===== config.mk =====
export PLATFORM = sky130hd
export DESIGN_NAME = csa_accum_ctrl
export DESIGN_NICKNAME = d
export VERILOG_FILES = /design/src/rtl/csa_accum_ctrl.sv
export SDC_FILE = /design/constraint.sdc
export NUM_CORES = 1
export LEC_CHECK = 0
export CAP_MARGIN = 20
export CORE_ASPECT_RATIO = 2
export CORE_MARGIN = 2
export CORE_UTILIZATION = 51
export DETAILED_ROUTE_END_ITERATION = 6
export PLACE_DENSITY_LB_ADDON = 0.12
export SLEW_MARGIN = 20
export SYNTH_ARGS = -nofsm -noshare
export SYNTH_HDL_FRONTEND = slang
export SYNTH_SLANG_ARGS = --single-unit

===== constraint.sdc =====
create_clock -name clk -period 2.85 [get_ports clk]
set_input_delay 0.285 -clock clk [delete_from_list [all_inputs] [get_ports clk]]
set_output_delay 0.285 -clock clk [all_outputs]
set_load 0.01 [all_outputs]

===== src/rtl/csa_accum_ctrl.sv =====
// csa_accum_ctrl: frame-based multi-operand accumulator.
// Operands are folded into a redundant (sum, carry) pair through a single
// 3:2 carry-save stage, one per cycle. On the last operand of a frame the pair
// is resolved to binary by a CHUNK-wide carry-propagate adder, one slice per
// cycle, then held until the consumer takes it.
module csa_accum_ctrl #(
  parameter int W     = 27,
  parameter int GUARD = 5,
  parameter int CHUNK = 8
) (
  input  logic                 clk,
  input  logic                 rstN,
  input  logic                 in_valid,
  output logic                 in_ready,
  input  logic [W-1:0]         in_data,
  input  logic                 in_last,
  output logic                 out_valid,
  input  logic                 out_ready,
  output logic [W+GUARD-1:0]   out_data,
  output logic                 out_ovf,
  output logic                 busy
);

  localparam int ACCW   = W + GUARD;
  localparam int NCHUNK = ACCW / CHUNK;
  localparam int KW     = $clog2(NCHUNK + 1);
  localparam int CW     = GUARD + 1;
  localparam logic [CW-1:0] CNT_OVF = CW'(2 ** GUARD);
  localparam logic [CW-1:0] CNT_SAT = CW'(2 ** GUARD + 1);

  typedef enum logic [1:0] {
    ACCUM   = 2'd0,
    RESOLVE = 2'd1,
    HOLD    = 2'd2
  } state_t;

  state_t            state_q, state_d;
  logic [ACCW-1:0]   sum_q, sum_d;
  logic [ACCW-1:0]   car_q, car_d;
  logic [ACCW-1:0]   res_q, res_d;
  logic [ACCW-1:0]   out_data_q, out_data_d;
  logic              out_ovf_q, out_ovf_d;
  logic [CW-1:0]     cnt_q, cnt_d;
  logic [KW-1:0]     k_q, k_d;
  logic              cy_q, cy_d;

  logic [ACCW-1:0]   op_zext;
  logic [ACCW-1:0]   csa_s;
  logic [ACCW-1:0]   csa_co;
  logic [CHUNK-1:0]  sl_s;
  logic [CHUNK-1:0]  sl_c;
  logic [CHUNK:0]    sl_add;

  // Shared 3:2 carry-save stage: folds the incoming operand into (sum, carry).
  always_comb begin
    op_zext = {{GUARD{1'b0}}, in_data};
    csa_s   = sum_q ^ car_q ^ op_zext;
    csa_co  = (sum_q & car_q) | (sum_q & op_zext) | (car_q & op_zext);
  end

  // One CPA slice: selects chunk k of the redundant pair and adds the running carry.
  always_comb begin
    sl_s = '0;
    sl_c = '0;
    for (int i = 0; i < NCHUNK; i++) begin
      if (k_q == KW'(i)) begin
        sl_s = sum_q[i*CHUNK +: CHUNK];
        sl_c = car_q[i*CHUNK +: CHUNK];
      end
    end
    sl_add = {1'b0, sl_s} + {1'b0, sl_c} + {{CHUNK{1'b0}}, cy_q};
  end

  // Next-state logic for the accumulate / resolve / hold sequence.
  always_comb begin
    state_d    = state_q;
    sum_d      = sum_q;
    car_d      = car_q;
    res_d      = res_q;
    out_data_d = out_data_q;
    out_ovf_d  = out_ovf_q;
    cnt_d      = cnt_q;
    k_d        = k_q;
    cy_d       = cy_q;
    case (state_q)
      ACCUM: begin
        if (in_valid) begin
          sum_d = csa_s;
          // Carry MSB falls off the top: accumulation is mod 2^ACCW.
          car_d = {csa_co[ACCW-2:0], 1'b0};
          if (cnt_q != CNT_SAT) cnt_d = cnt_q + CW'(1);
          if (in_last) begin
            state_d = RESOLVE;
            k_d     = '0;
            cy_d    = 1'b0;
          end
        end
      end
      RESOLVE: begin
        if (k_q == KW'(NCHUNK)) begin
          // All slices done: publish the result; the final carry-out is dropped.
          out_data_d = res_q;
          out_ovf_d  = (cnt_q > CNT_OVF);
          state_d    = HOLD;
        end else begin
          for (int i = 0; i < NCHUNK; i++) begin
            if (k_q == KW'(i)) res_d[i*CHUNK +: CHUNK] = sl_add[CHUNK-1:0];
          end
          cy_d = sl_add[CHUNK];
          k_d  = k_q + KW'(1);
        end
      end
      HOLD: begin
        if (out_ready) begin
          state_d = ACCUM;
          sum_d   = '0;
          car_d   = '0;
          cnt_d   = '0;
          res_d   = '0;
        end
      end
      default: state_d = ACCUM;
    endcase
  end

  // State and datapath registers with synchronous active-low reset.
  always_ff @(posedge clk) begin
    if (!rstN) begin
      state_q    <= ACCUM;
      sum_q      <= '0;
      car_q      <= '0;
      res_q      <= '0;
      out_data_q <= '0;
      out_ovf_q  <= 1'b0;
      cnt_q      <= '0;
      k_q        <= '0;
      cy_q       <= 1'b0;
    end else begin
      state_q    <= state_d;
      sum_q      <= sum_d;
      car_q      <= car_d;
      res_q      <= res_d;
      out_data_q <= out_data_d;
      out_ovf_q  <= out_ovf_d;
      cnt_q      <= cnt_d;
      k_q        <= k_d;
      cy_q       <= cy_d;
    end
  end

  assign in_ready  = (state_q == ACCUM);
  assign out_valid = (state_q == HOLD);
  assign busy      = (state_q != ACCUM) || (cnt_q != '0);
  assign out_data  = out_data_q;
  assign out_ovf   = out_ovf_q;

endmodule


==> results.md, run 1 <==
* Status: finished, final reports clean
* Pleak at ~3.1 nW
* Post-route cell area at ~8400 um^2
* HPWL Detailed at between 10000 and 15000 um
* Final WS setup at ~8.6 ps
* Synth warn at 0
* Area growth from synthesis to layout at 26.6%
* Power Density at between 500 and 600 nW/um^2
* CP Max Fanout at 6
* Critical Path Max Stage Delay at between 300 and 400 ps
* Hold Crit Class: primary input to flip-flop
* Synth top area cells: dfxtp_1, fa_1, a22oi_1
* TritonCTS buffer count at 17
* Max IR drop VDD at 0.711 mV
* Initial Utilization at about half
* Inst Count DP at roughly 900
* GRT Total Usage at 25.8%
* Clock skew at 12.6 ps
* Library cells used by synthesis at between 40 and 50
* Ant. Diodes at 0
* Commonest cells after routing, fill and taps aside: dfxtp_1, nand2_1, nor2b_1, clkdlybuf4s50_1, a22oi_1
* Share of the core filled with cells at 65.4%
* DRC violation count after routing at 0
* PortBufs at between 60 and 70
* CTS Buffer Depth at 2
* Mapped Area at between 6000 and 7000 um^2
* Final net count at approximately 880
* DR pass1 iterations at 5
* Final Critical Period at around 2800 ps
* First-pass GRT wire length at ~28000 um
* Setup TNS at 0 ps
* Filler Cell Count at ~1100
* Tcrit/Tclk final at between 90% and 100%
* Slowest library cell on the worst path: dfxtp_2
* Max frequency at approximately 350 MHz
* EDFF count, synth at 0
* Slew margin rel. at between 50% and 60%
* Worst skew pair latency at roughly 420 ps
* Final hold vios at 0
* Post-Syn Area per Cell at 9.34 um^2
* TritonCTS clock tree: done
* FFs w/ async S/R, synth at 0%
* Worst-Margin Slew at between 600 and 700 ps
* CTS clk-pin slew, worst paths at around 70 ps
* Vias per cell at 5.72
* Die Width at 84.9 um
* Top_reg_cell synth: dfxtp_1
* Finished Layout Cells at between 900 and 1000
* Root Buffer: clkbuf_16
* Most used cell, CP: buf_4
* Core area at 12900 um^2
* Post-Syn Nets at around 790
* Max-Cap Viols at 0
* Yosys top cell by area: dfxtp_1
* CTS Sinks at between 100 and 150
* Drt total wl at between 15000 and 20000 um
* Critical Path End Type: flip-flop
* 1st-iter DRT viols at 225
* Unrepaired setup endpoints after global routing: true
* Core Rows at 59
* Setup Crit Path Kind: flip-flop to flip-flop
* Commonest non-fill, non-tap cell in the layout: dfxtp_1
* Synthesized flop and latch total at 140
* Largest net degree at the start of global routing at 63
* # IOs at 68
* Pre-CTS setup slack at -148 ps
* Total number of vias at 5512
* Setup violations, final at 0
* H-tree depth at 4
* CP Data Required Time at between 3000 and 4000 ps
* Synth top area share at 42.0%
* Hold buffers post-CTS at 0
* Total congestion overflow at 0
* Die area at around 14000 um^2
* CP cell instances: buf_4, ha_4, nor2b_4, buf_4, a221o_1, o21ai_1, o21ai_1, ha_1, o211a_1, o31ai_2, buf_4, and2_4, a211oi_2, buf_4, o21ai_0
* Max Slew Vio Count at 0
* Routed length per instance at approximately 18 um
* WP data arrival at around 3100 ps
* Share of layout cells above drive strength 1 at between 10% and 20%
* Initial antenna violation count at 0
* Worst setup SP type: flip-flop
* Dpl cell area at between 7000 and 8000 um^2
* Number of routed nets with antenna violations at 0
* Number of global-route vias before repair at ~5500
* Die Y-Extent at 166 um
* Final Wtd Congestion at 0.932
* Sequential area share after synthesis at between 40 and 50%
* Cells after Synth at 714
-- critical path, delay by kind of cell, from the launching register on --
family                     cells  cell delay (ps)
adders and majority gates      2              490
DFF                            1              320
and+or+nand+nor                2              310
buffers and inverters          4              590
AOI/OAI and AO/OA              7             1010
-- cell families after synthesis --
| logic type | share of synthesized area (%) |
|---|---|
| flip-flops | 42.0 |
| AO/OA/AOI/OAI | 20.7 |
| XOR/XNOR | 1.18 |
| adder cells (fa/ha/maj) | 12.2 |
| buffers and inverters | 3.90 |
| AND/OR/NAND/NOR | 19.2 |
| multiplexers | 0.901 |
-- through the flow --
stage                     hold slack, ps  power (mW)
final                                240        4.85
after CTS                            224        4.85
after global placement               449        2.68
after global routing                 248        5.03
after detailed placement             455        2.70
after floorplan                      441        2.46
-- registers in the layout, indices dropped and copies added, names as in the netlist --
register	flops
cy_q	1
k_q	3
out_data	32
sum_q	32
state_q	2
car_q	31
res_q	32
out_ovf	1
cnt_q	6
-- layout make-up --
cell class	count	area, um^2	area share, %
well taps	152	190	2.25
flip-flops and latches	140	2810	33.3
multi-input cells	515	3790	44.8
clock buffers	17	425	5.04
repair buffers	113	1050	12.4
clock inverters	15	140	1.66
inverters	11	46.3	0.548
-- timing repair --
action	4_1_cts	5_1_grt
pin swaps	13	24
endpoints found under the hold margin	0	0
buffers inserted	5	4
setup endpoints to repair	19	22
cloned	1	0
gates resized for setup	18	42
-- synthesized netlist by cell type, types with 3 or more instances --
cell type and number:
a221o_1 14, nand2b_1 4, and2_1 7, ha_1 20, a22oi_1 64, nor3_1 4, dfxtp_1 140, clkbuf_1 29
buf_2 14, a21oi_1 10, nand2_1 107, a211oi_1 4, a21boi_0 39, nor2_1 15, mux2i_1 6, xor2_1 5
o21ai_0 53, xnor2_1 4, inv_1 10, nand4_1 3, o22ai_1 3, fa_1 28, nor2b_1 74, nand3_1 29
-- path summary, 6_finish.rpt --
kind / start / endpoint / slack, ps / cells after the start
min: rstN / out_data[30] / 240 / 2
max: k_q[1] / res_q[15] / 9 / 15
max reg2reg: k_q[1] / res_q[15] / 9 / 15
min reg2reg: out_data[11] / out_data[11] / 460 / 2
-- power by group --
part	internal [mW]	leakage [nW]	switching (mW)
clock	1.16	0.271	0.986
sequential	2.01	1.14	0.0776
combinational	0.297	1.71	0.319
total	3.47	3.12	1.38
-- per-layer routing --
layer	up-vias	wire (um)	global-route usage (%)
li1	2665	-	-
met1	2661	6410	26.4
met2	137	9970	48.8
met3	49	442	3.94
met4	0	924	13.3
met5	-	0	0
Power figures use the tool's default switching activity.
==> run 2: changes to the inputs <==
--- a/config.mk
+++ b/config.mk
@@ -6,8 +6,6 @@
 export NUM_CORES = 1
 export LEC_CHECK = 0
 export CAP_MARGIN = 20
-export CORE_ASPECT_RATIO = 2
-export CORE_MARGIN = 2
 export CORE_UTILIZATION = 51
 export DETAILED_ROUTE_END_ITERATION = 6
 export PLACE_DENSITY_LB_ADDON = 0.12
==> run 2 against run 1 <==
  * Clock power is 2% higher
  * Clock skew is 5.7 ps lower
  * Routed wire length is 12% lower
  * Largest power group unchanged
  * Highest routed layer unchanged
  * Critical path type unchanged
==> results.md, run 2 (same netlist as run 1, synthesis figures left out) <==
* Setup TNS at 0 ps (unchanged)
* Final hold vios at 0 (unchanged)
* Die area at 13500 um^2 (-3.7%)
* Die Width at 116 um (+37%)
* Initial Utilization at 52.6% (+1.0 points)
* Worst setup SP type: flip-flop
* # IOs at 68 (unchanged)
* Max IR drop VDD at 0.376 mV (-47%)
* CTS clk-pin slew, worst paths at 60 ps (about the same)
* DRC violation count after routing at 0 (unchanged)
* Total number of vias at 5321 (-3.5%)
* R2R Setup Slk at 40 ps (+30 ps)
* Pleak at 3.08 nW (-1.2%)
* Worst skew pair latency at 430 ps (about the same)
* R2r startpoint: k_q[1]
* Core area at 12700 um^2 (-1.9%)
* Internal power at 3.70 mW (+6.5%)
* Clock skew at 6.90 ps (-5.72 ps)
* Ant. Diodes at 0 (unchanged)
* CTS Buffer Depth at 2 (unchanged)
* GR Layer Usage met3 at 6.02% (+2.1 points)
* Unrepaired setup endpoints after global routing: true
* TritonCTS clock tree: done
* Worst Reg-to-Reg Cells at 14 (-1)
* Power share of the combinational group at 12.2% (-0.5 points)
* Commonest cells after routing, fill and taps aside: dfxtp_1, nand2_1, nor2b_1, clkdlybuf4s50_1, a22oi_1
* Pre-CTS setup slack at -88.0 ps (+60.3 ps)
* CTS Sinks at 140 (unchanged)
* Largest net degree at the start of global routing at 63 (unchanged)
* Switching share of power at 24.3% (-4.2 points)
* WP data arrival at 3100 ps (-40 ps)
* Worst-Margin Slew at 560 ps (-62.5 ps)
* Combined flip-flop and latch cell area at 2810 um^2 (about the same)
* Max-Cap Viols at 0 (unchanged)
* Vias per cell at 5.45 (-4.8%)
* Seq pwr share at 42.7% (-0.4 points)
* Final net count at 873 (-0.57%)
* CP Data Required Time at 3140 ps (about the same)
* Power Density at 580 nW/um^2 (+0.87%)
* GRT Total Usage at 25.0% (-0.83 points)
* Slew margin rel. at 62.7% (+4.3 points)
* WHS Path Cells at 2 (unchanged)
* GRT busiest layer: met2
* Max Slew Vio Count at 0 (unchanged)
* Met2 usage at 43.2% (-5.6 points)
* PortBufs at 67 (unchanged)
* Psw at 1.19 mW (-14%)
* CP Max Fanout at 5 (-1)
* Final WS setup at 42.0 ps (+33.3 ps)
* H-tree depth at 4 (unchanged)
* Hold Crit Class: primary input to flip-flop
* Area growth from synthesis to layout at 26.3%
* M1 GR Usage at 30.4% (+3.9 points)
* Critical Path End Type: flip-flop
* Routed length per instance at 16.0 um (-13%)
* Drt total wl at 15600 um (-12%)
* Max frequency at 356 MHz (+1.2%)
* Final Wtd Congestion at 0.942 (+1.1%)
* Number of global-route vias before repair at 5112 (-7.2%)
* Multi-input logic area at 3750 um^2 (-1.1%)
* Commonest non-fill, non-tap cell in the layout: dfxtp_1
* Number of routed nets with antenna violations at 0 (unchanged)
* Filler Cell Count at 1039 (-2.0%)
* Tcrit/Tclk final at 98.5% (-1.2 points)
* Core Rows at 41 (-31%)
* Hold buffers post-CTS at 0 (unchanged)
* Setup violations, final at 0 (unchanged)
* Total congestion overflow at 0 (unchanged)
* TritonCTS buffer count at 17 (unchanged)
* Tot Pwr at 4.88 mW (+0.61%)
* Reg-to-reg endpoint: res_q[22]
* HPWL Detailed at 11100 um (-14%)
* Hold Startpoint: rstN
* Root Buffer: clkbuf_16
* DR pass1 iterations at 5 (unchanged)
* WHS Endpoint: state_q[1]
* Hold slack at 384 ps (+144 ps)
* Die Y-Extent at 116 um (-30%)
* Setup Crit Path Kind: flip-flop to flip-flop
* Final Critical Period at 2810 ps (-33.3 ps)
* 1st-iter DRT viols at 318 (+41%)
* Clk pwr share at 45.1% (+0.9 points)
* Share of layout cells above drive strength 1 at 13.5% (-1.9 points)
* First-pass GRT wire length at 25700 um (-9.8%)
* Status: finished, final reports clean
* Initial antenna violation count at 0 (unchanged)
## run 2: worst max path at each step
| stage | start | end | slack (ps) | depth (start not counted) |
|---|---|---|---|---|
| finish | k_q[1] | res_q[22] | 40 | 14 |
| detailed placement | k_q[0] | res_q[21] | -90 | 15 |
| global placement | k_q[1] | res_q[22] | 4 | 14 |
| CTS | k_q[0] | res_q[31] | -5 | 15 |
| floorplan | k_q[1] | res_q[6] | -80 | 16 |
| global route | k_q[0] | res_q[4] | -80 | 15 |
## run 2: power by group through the flow
stage	combinational, mW	clock [mW]	sequential, mW
floorplan	0.356	0	2.10
global placement	0.539	0	2.13
detailed placement	0.556	0	2.13
CTS	0.574	2.22	2.09
global route	0.665	2.32	2.09
finish	0.596	2.20	2.09
## run 2: worst max-delay path, cell delays in order (launching register included)
cell,delay [ps]
dfxtp_2,340
inv_2,60
ha_4,150
nor2b_4,140
buf_6,140
a221o_1,340
o21ai_1,90
o21ai_1,90
buf_4,150
fa_2,390
a21oi_2,180
o21ai_2,70
a21oi_2,220
xor2_2,220
o22ai_1,100
## run 2: final cells by class
type,count,share of cell area [%]
multi-input combinational,515,44.5
sequential,140,33.3
timing repair buffer,108,12.3
clock buffer,24,5.48
tap,172,2.55
clock inverter,7,1.37
inverter,11,0.520
## run 2: stage by stage
stage,cells,util [%],instance area (um^2)
3_5_place_dp,938,60.6,7680
6_report,977,66.5,8420
4_1_cts,972,65.5,8310
3_3_place_gp,938,60.6,7680
2_1_floorplan,714,-,6730
5_1_grt,977,66.5,8420
## run 2: layer usage
layer,share of wire [%],vias up
met5,0,-
met2,51,104
met3,3.3,24
met4,1.9,0
li1,-,2651
met1,44,2542
## run 2: repair_timing
action	4_1_cts	5_1_grt
endpoints found under the setup margin	16	24
pin swaps	13	22
cloned	0	1
hold endpoints to repair	0	0
setup buffers	3	4
gates resized for setup	10	35
